## config.mk

```make
export PLATFORM = sky130hd
export DESIGN_NAME = esm_report_arbiter
export DESIGN_NICKNAME = d
export VERILOG_FILES = /design/src/rtl/esm_report_arbiter.sv
export SDC_FILE = /design/constraint.sdc
export NUM_CORES = 1
export LEC_CHECK = 0
export CAP_MARGIN = 20
export CORE_MARGIN = 8
export CORE_UTILIZATION = 40
export CTS_BUF_LIST = sky130_fd_sc_hd__clkbuf_4
export DETAILED_ROUTE_END_ITERATION = 12
export PLACE_DENSITY = 0.83
export SYNTH_ARGS = -nofsm -noshare
export SYNTH_HDL_FRONTEND = slang
export SYNTH_SLANG_ARGS = --single-unit
```

## constraint.sdc

```tcl
create_clock -name Axis_clk -period 2.7 [get_ports Axis_clk]
set_input_delay 0.27 -clock Axis_clk [delete_from_list [all_inputs] [get_ports Axis_clk]]
set_output_delay 0.27 -clock Axis_clk [all_outputs]
set_load 0.02 [all_outputs]
```

## src/rtl/esm_report_arbiter.sv

```systemverilog
// Packet-granular round-robin arbiter merging ESM report streams onto one AXI-Stream output.
// A granted source keeps the output until its last beat; a 2-entry skid stage decouples ready.
module esm_report_arbiter #(
    parameter int NUM_INPUTS     = 4,
    parameter int AXI_DATA_WIDTH = 32,
    parameter int COUNT_WIDTH    = 16,
    localparam int IDX_W         = (NUM_INPUTS > 1) ? $clog2(NUM_INPUTS) : 1
) (
    input  logic                                Axis_clk,
    input  logic                                Axis_resetn,
    input  logic [NUM_INPUTS-1:0]               S_axis_valid,
    input  logic [NUM_INPUTS*AXI_DATA_WIDTH-1:0] S_axis_data,
    input  logic [NUM_INPUTS-1:0]               S_axis_last,
    output logic [NUM_INPUTS-1:0]               S_axis_ready,
    output logic                                M_axis_valid,
    output logic [AXI_DATA_WIDTH-1:0]           M_axis_data,
    output logic                                M_axis_last,
    input  logic                                M_axis_ready,
    output logic                                Grant_active,
    output logic [IDX_W-1:0]                    Grant_index,
    output logic [NUM_INPUTS*COUNT_WIDTH-1:0]   Packet_count
);

    typedef enum logic {
        ST_IDLE,
        ST_GRANTED
    } state_t;

    state_t                    state;
    logic [IDX_W-1:0]          rr_ptr;
    logic [IDX_W-1:0]          grant_idx;
    logic [IDX_W-1:0]          pick_idx;
    logic [IDX_W-1:0]          next_ptr;
    logic [COUNT_WIDTH-1:0]    pkt_cnt [NUM_INPUTS];

    logic                      out_valid;
    logic [AXI_DATA_WIDTH-1:0] out_data;
    logic                      out_last;
    logic                      skid_full;
    logic [AXI_DATA_WIDTH-1:0] skid_data;
    logic                      skid_last;

    logic                      accept;
    logic                      last_accept;
    logic                      drain;
    logic [AXI_DATA_WIDTH-1:0] in_data;
    logic                      in_last;

    // Round-robin pick: walk offsets from the far end so the closest requester to rr_ptr wins.
    always_comb begin
        int idx;
        // NOTE: every always_comb output gets a default first, so no path can infer a latch.
        pick_idx = rr_ptr;
        idx      = 0;
        for (int k = NUM_INPUTS - 1; k >= 0; k--) begin
            idx = int'(rr_ptr) + k;
            if (idx >= NUM_INPUTS) idx = idx - NUM_INPUTS;
            if (S_axis_valid[idx]) pick_idx = IDX_W'(idx);
        end
    end

    // Ready depends only on registered state, never on M_axis_ready.
    always_comb begin
        S_axis_ready = '0;
        if (state == ST_GRANTED && !skid_full) S_axis_ready[grant_idx] = 1'b1;
    end

    assign in_data     = S_axis_data[int'(grant_idx)*AXI_DATA_WIDTH +: AXI_DATA_WIDTH];
    assign in_last     = S_axis_last[grant_idx];
    assign accept      = S_axis_valid[grant_idx] && S_axis_ready[grant_idx];
    assign last_accept = accept && in_last;
    assign drain       = out_valid && M_axis_ready;
    assign next_ptr    = (grant_idx == IDX_W'(NUM_INPUTS - 1)) ? '0 : grant_idx + IDX_W'(1);

    // NOTE: sequential state is written with non-blocking assignments only, so every flop
    // samples the pre-edge values regardless of statement order.
    always_ff @(posedge Axis_clk or negedge Axis_resetn) begin
        if (!Axis_resetn) begin
            state     <= ST_IDLE;
            rr_ptr    <= '0;
            grant_idx <= '0;
            for (int i = 0; i < NUM_INPUTS; i++) pkt_cnt[i] <= '0;
        end else begin
            case (state)
                ST_IDLE: begin
                    if (|S_axis_valid) begin
                        state     <= ST_GRANTED;
                        grant_idx <= pick_idx;
                    end
                end
                ST_GRANTED: begin
                    if (last_accept) begin
                        state              <= ST_IDLE;
                        rr_ptr             <= next_ptr;
                        pkt_cnt[grant_idx] <= pkt_cnt[grant_idx] + COUNT_WIDTH'(1);
                    end
                end
                default: state <= ST_IDLE;
            endcase
        end
    end

    // Output register fills first; the skid register only catches the one beat that
    // arrives while the output is stalled.
    always_ff @(posedge Axis_clk or negedge Axis_resetn) begin
        if (!Axis_resetn) begin
            // NOTE: the data registers are cleared too because the zero output value is
            // externally visible after reset; the per-source counters are a small flop array.
            out_valid <= 1'b0;
            out_data  <= '0;
            out_last  <= 1'b0;
            skid_full <= 1'b0;
            skid_data <= '0;
            skid_last <= 1'b0;
        end else if (drain || !out_valid) begin
            if (skid_full) begin
                out_valid <= 1'b1;
                out_data  <= skid_data;
                out_last  <= skid_last;
                skid_full <= 1'b0;
            end else if (accept) begin
                out_valid <= 1'b1;
                out_data  <= in_data;
                out_last  <= in_last;
            end else begin
                out_valid <= 1'b0;
            end
        end else if (accept) begin
            skid_full <= 1'b1;
            skid_data <= in_data;
            skid_last <= in_last;
        end
    end

    assign M_axis_valid = out_valid;
    assign M_axis_data  = out_data;
    assign M_axis_last  = out_last;
    assign Grant_active = (state == ST_GRANTED);
    assign Grant_index  = grant_idx;

    for (genvar g = 0; g < NUM_INPUTS; g++) begin : g_count
        assign Packet_count[g*COUNT_WIDTH +: COUNT_WIDTH] = pkt_cnt[g];
    end

endmodule

```

==> results of run 1 <==
## cells in the final DEF (no fill, tap or decap), types with 4 or more instances in the layout
| master | synthesis | routed |
|---|---|---|
| mux4_1 | 8 | 8 |
| clkbuf_4 | 0 | 17 |
| mux2_2 | 113 | 113 |
| o21ai_0 | 12 | 12 |
| nor2_1 | 47 | 47 |
| and2_1 | 7 | 7 |
| mux4_2 | 43 | 43 |
| a21oi_1 | 38 | 38 |
| dfrtp_1 | 137 | 135 |
| buf_4 | 0 | 18 |
| inv_1 | 5 | 5 |
| xnor2_1 | 11 | 11 |
| clkinvlp_4 | 0 | 5 |
| clkdlybuf4s50_1 | 0 | 242 |
| nand2_1 | 25 | 25 |
| nor3_4 | 4 | 4 |
| nand3_1 | 6 | 6 |
| mux2_1 | 5 | 5 |
| nor4_2 | 5 | 5 |
| ha_1 | 5 | 5 |
| nor3_1 | 4 | 4 |
## worst max-delay path: stages (launching register included)
cell     delay, ns
dfrtp_4       0.56
inv_4         0.11
ha_1          0.21
nand2_1       0.06
mux4_2        0.61
nor3_4        0.24
buf_12        0.24
mux2_2        0.36
## power by group through the flow
stage | clock, mW | sequential [mW] | combinational [mW]
after floorplan | 0 | 4.04 | 3.38
after global placement | 0 | 3.43 | 6.30
after detailed placement | 0 | 3.46 | 6.40
after CTS | 1.47 | 3.43 | 6.43
after global routing | 1.55 | 3.54 | 6.80
final | 1.42 | 3.42 | 6.33
## what timing repair did
item / 4_1_cts / 5_1_grt
hold buffers: 1 / 0
hold endpoints to repair: 66 / 0
endpoints found under the setup margin: 0 / 3
## synthesized netlist by cell type (2+ instances only)
cell	count
nor4_2	5
mux2_2	113
ha_1	5
nor2_1	47
mux2i_1	3
and2_1	7
buf_1	2
nor2b_1	3
buf_6	8
mux4_1	8
mux4_2	43
nand3_2	2
dfrtp_1	137
o21ai_0	12
o21ai_1	3
a21oi_1	38
nand4_2	2
a21oi_2	2
nand2_1	25
nor3_4	4
xnor2_1	11
clkbuf_1	8
nand3_1	6
inv_1	5
nand4_1	2
buf_2	14
nor3_1	4
xor2_1	3
mux2_1	5
## area by class of cell
class,instances,area [um2],share of cell area
Inverter,6,25.0,0.00242
Sequential cell,137,3430,0.332
Multi-Input combinational cell,361,3650,0.353
Clock buffer,17,128,0.0123
Tap cell,229,287,0.0277
Timing Repair Buffer,265,2640,0.255
Clock inverter,15,176,0.0171
## metal layers
layer / track usage / part of all wire
met1: 0.206 / 0.39
met2: 0.308 / 0.50
met3: 0.0586 / 0.095
met4: 0.0569 / 0.015
met5: 0 / 0
## final timing paths
path                                          to  slack, ns
worst min-delay path                skid_data[8]       0.32
min in group Axis_clk              skid_data[20]       0.50
worst max register to register     skid_data[23]       0.17
max in group asynchronous       Packet_count[42]       1.55
worst min register to register     skid_data[20]       0.50
worst max-delay path               skid_data[23]       0.17
## flip-flops by register name, indices dropped and copies added (netlist names)
signal and count:
M_axis_last 1, Grant_index 2, Packet_count 64, M_axis_data 32
M_axis_valid 1, Grant_active 1, skid_last 1, skid_full 1
rr_ptr 2, skid_data 32
## kinds of logic (layout without fill, tap and decap cells)
family	Yosys count	count (layout)
xor+xnor	14	14
mux	172	172
simple gates	111	111
compound gates	59	59
buf+inv	39	303
flops	137	137
fa+ha+maj	5	5
## per-stage QoR
step	setup slack (ns)	area (um2)	util	power, mW	instances
floorplan	0.146	7320	-	7.42	537
global placement	0.207	10000	0.558	9.73	997
detailed placement	0.164	10000	0.558	9.86	997
CTS	0.134	10300	0.576	11.3	1030
global route	0.0172	10300	0.576	11.9	1030
finish	0.167	10300	0.576	11.2	1030
==> flow_metrics.tcl, run 1 <==
set metrics [dict create \
    outcome "completed" \
    cts.repair.resized 0 \
    p_leak_nw 4.20 \
    post_cts_buffers 0 \
    synth-edff-count 0 \
    grt_use_total 0.178 \
    critPathMaxFanout 33 \
    synth_area_leaders "dfrtp_1, mux2_2, mux4_2" \
    r2r_start "Grant_index[0]" \
    place_congestion 0.863 \
    syn-num-nets 681 \
    diodes 0 \
    fmax_ghz 0.395 \
    clk-insertion-delay-late_ns 0.52 \
    clkSinkCount 137 \
    clockRootBuffer "clkbuf_4" \
    grt_pass1_vias 5718 \
    synth_top_flop_cell "dfrtp_1" \
    clock_skew_ns 0.0129 \
    numPortBuffers 243 \
    dp_hpwl_mm 15.9 \
    synth_area_um2 7320 \
    fill_cells 1498 \
    synth_area_leader_cell "dfrtp_1" \
    ys_seq_elements 137 \
    row_count 49 \
    firstDrtPassIters 4 \
    yosys.cell_types.count 39 \
    required_ns 3.11 \
    pwr-share-seq 0.306 \
    period_share 0.938 \
    wl_per_cell_um 20.1 \
    finalSetupViolations 0 \
    viasPerCell 5.30 \
    tns_ns 0 \
    max-vdd-ir-drop_uv 646 \
    drive_gt1_frac 0.285 \
    slew_violations 0 \
    worstMarginPinSlew_ns 0.638 \
    hold_violations 0 \
    boundaryPins 244 \
    synth_area_per_cell_um2 13.6 \
    nNetsFinal 932 \
    antenna_left 0 \
    critPathLaunch "Grant_index[0]" \
    end_kind "register" \
    synth.area.mux_share 0.347 \
    netSwitchingFraction 0.395 \
    rr_worst_depth 7 \
    synth_top_family_by_area "multiplexers" \
    die_x_um 151 \
    hp-class "input port to async pin" \
    synthAdderAreaFrac 0.00855 \
    seq_area_frac_synth 0.469 \
    cts_max_level 4 \
    syn_to_final_growth_pct 41.3 \
    grt_start_max_net_pins 69 \
    intPower_mw 6.76 \
    ys_warn_count 0 \
    maxCapViolCount 0 \
    arrival_ns 2.94 \
    synthSimpleGateAreaFrac 0.0831 \
    clk_pin_slew_ns 0.13 \
    vias 5458 \
    p_sw_mw 4.42 \
    numCtsBuffers 17 \
    core_area_um2 18000 \
    synth_top_area_frac 0.469 \
    finalCriticalPeriod_ns 2.53 \
    hold-worst-slack_ns 0.320 \
    rsz0062_at_grt "no" \
    drtIter0Drc 162 \
    drc_errors 0 \
    synth_cells 537 \
    powerDensity_nw_per_um2 1080 \
    path_class "register to register" \
    cts_tree "yes" \
    synth_compound_area_frac 0.0429 \
    p_comb_frac 0.567 \
    grt_overflow_total 0 \
    cp-start-kind "register" \
    relSlewSlack 0.575 \
    clockBufferDepth 2 \
    antenna_found_initial 0 \
    clkPwrFrac 0.127 \
    grt_pass1_wl_mm 31.5 \
    async_reset_ff_frac 1.00 \
    start_util 0.407 \
    synth_xor_area_frac 0.0168 \
    die_h_um 151 \
    routed_wl_mm 20.7 \
    die_area_um2 22900 \
]
Note: power is estimated with default switching activity, not from simulation.
==> run 2: changes to the inputs <==
- HOLD_SLACK_MARGIN: default -> 0.03
==> results of run 2 <==
Final layout, timing and power as in run 1 (identical DEF).
==> run 3: changes to the inputs <==
- MAX_ROUTING_LAYER: default -> met4
==> flow_metrics.tcl, run 3 (synthesized netlist as in run 1, its figures left out) <==
set metrics [dict create \
    p_comb_frac 0.567 \
    routed_wl_mm 20.7 \
    r2r_end "skid_data[23]" \
    period_share 0.937 \
    dp_hpwl_mm 15.9 \
    powerDensity_nw_per_um2 1080 \
    r2r_start "Grant_index[0]" \
    p_sw_mw 4.43 \
    power.total_mw 11.2 \
    nNetsFinal 932 \
    row_count 49 \
    netSwitchingFraction 0.396 \
    grt_overflow_total 0 \
    dr_wl_met2_mm 10.2 \
    p_leak_nw 4.20 \
    tns_ns 0 \
    clock_skew_ns 0.0134 \
    clockRootBuffer "clkbuf_4" \
    reg2reg_slack_ns 0.17 \
    fill_cells 1497 \
    layout_commonest_cell "clkdlybuf4s50_1" \
    worstMarginPinSlew_ns 0.636 \
    end_kind "register" \
    finalSetupViolations 0 \
    place_congestion 0.877 \
    design_area_um2 10300 \
    intPower_mw 6.76 \
    cp-start-kind "register" \
    largest_reg_flops 64 \
    grt_use_total 0.184 \
    dr_wl_met3_mm 1.81 \
    vias 5480 \
    critPathLaunch "Grant_index[0]" \
    clockBufferDepth 2 \
    die_x_um 151 \
    path_class "register to register" \
    viasPerCell 5.32 \
    met1_length_mm 8.27 \
    final_cell_mix "clkdlybuf4s50_1, dfrtp_1, mux2_2" \
    maxCapViolCount 0 \
    cts_tree "yes" \
    die_area_um2 22900 \
    pwr-share-seq 0.306 \
    max-vdd-ir-drop_uv 648 \
    arrival_ns 2.94 \
    rr_worst_depth 7 \
    top_layer_used "met4" \
    grt_pass1_vias 5718 \
    drtIter0Drc 183 \
    outcome "completed" \
    cts.repair.resized 0 \
    clkSinkCount 137 \
    cts_max_level 4 \
    drive_gt1_frac 0.285 \
    start_util 0.407 \
    drc_errors 0 \
    clk_pin_slew_ns 0.13 \
    slew_violations 0 \
    clkPwrFrac 0.127 \
    finalCriticalPeriod_ns 2.53 \
    antenna_found_initial 0 \
    fmax_ghz 0.395 \
    hold_violations 0 \
    numCtsBuffers 17 \
    antenna_left 0 \
    firstDrtPassIters 4 \
    grt_pass1_wl_mm 31.6 \
    core_area_um2 18000 \
    critPathMaxFanout 33 \
    relSlewSlack 0.576 \
    hp-class "input port to async pin" \
    wl_per_cell_um 20.1 \
    utilization 0.576 \
    die_h_um 151 \
    placed_cell_area_um2 10000 \
    required_ns 3.11 \
    clk-insertion-delay-late_ns 0.52 \
    boundaryPins 244 \
    grt_start_max_net_pins 69 \
    numPortBuffers 243 \
    rsz0062_at_grt "no" \
    syn_to_final_growth_pct 41.4 \
]
[run 3: layout make-up]
cell class | instances | area (um2) | share of cell area
multi-input cells | 361 | 3650 | 0.353
repair buffers | 265 | 2640 | 0.255
clock buffers | 17 | 128 | 0.0123
inverters | 6 | 25.0 | 0.00242
flip-flops and latches | 137 | 3430 | 0.332
well taps | 229 | 287 | 0.0277
diodes | 1 | 2.50 | 0.000242
clock inverters | 15 | 176 | 0.0171
[run 3: metal layers]
metal / vias to the layer above / track usage
met1: 2754 / 0.210
met5: - / -
met3: 23 / 0.0529
li1: 2507 / -
met2: 196 / 0.307
met4: 0 / 0.0569
[run 3: worst max-delay path by stage]
| stage | slack (ns) | cells past startpoint | end |
|---|---|---|---|
| 2_1_floorplan | 0.15 | 8 | skid_data[11] |
| 3_3_place_gp | 0.21 | 7 | Packet_count[8] |
| 3_5_place_dp | 0.16 | 7 | skid_data[23] |
| 4_1_cts | 0.13 | 8 | Packet_count[6] |
| 5_1_grt | 0.02 | 7 | skid_data[23] |
| 6_report | 0.17 | 7 | skid_data[23] |
[run 3: timing repair]
action / CTS / global route
setup buffers: 0 / 0
endpoints found under the hold margin: 66 / 0
hold buffers: 1 / 0
setup endpoints to repair: 0 / 3
[run 3: worst max-delay path: stages, from the launching register on]
cell     delay [ns]
dfrtp_4        0.56
inv_4          0.11
ha_1           0.21
nand2_1        0.06
mux4_2         0.61
nor3_4         0.24
buf_12         0.24
mux2_2         0.36
[run 3: power groups by stage]
stage	combinational, mW	clock [mW]	sequential, mW
finish	6.34	1.42	3.42
global route	6.80	1.55	3.54
CTS	6.43	1.47	3.43
detailed placement	6.40	0	3.46
global placement	6.30	0	3.43
floorplan	3.38	0	4.04
[run 3: per-stage QoR]
step / std cells / hold slack (ns) / setup WS (ns)
2_1_floorplan: 537 / -0.0256 / 0.146
3_3_place_gp: 997 / 0.329 / 0.207
3_5_place_dp: 997 / 0.327 / 0.164
4_1_cts: 1030 / 0.300 / 0.134
5_1_grt: 1030 / 0.329 / 0.0188
6_report: 1031 / 0.317 / 0.169
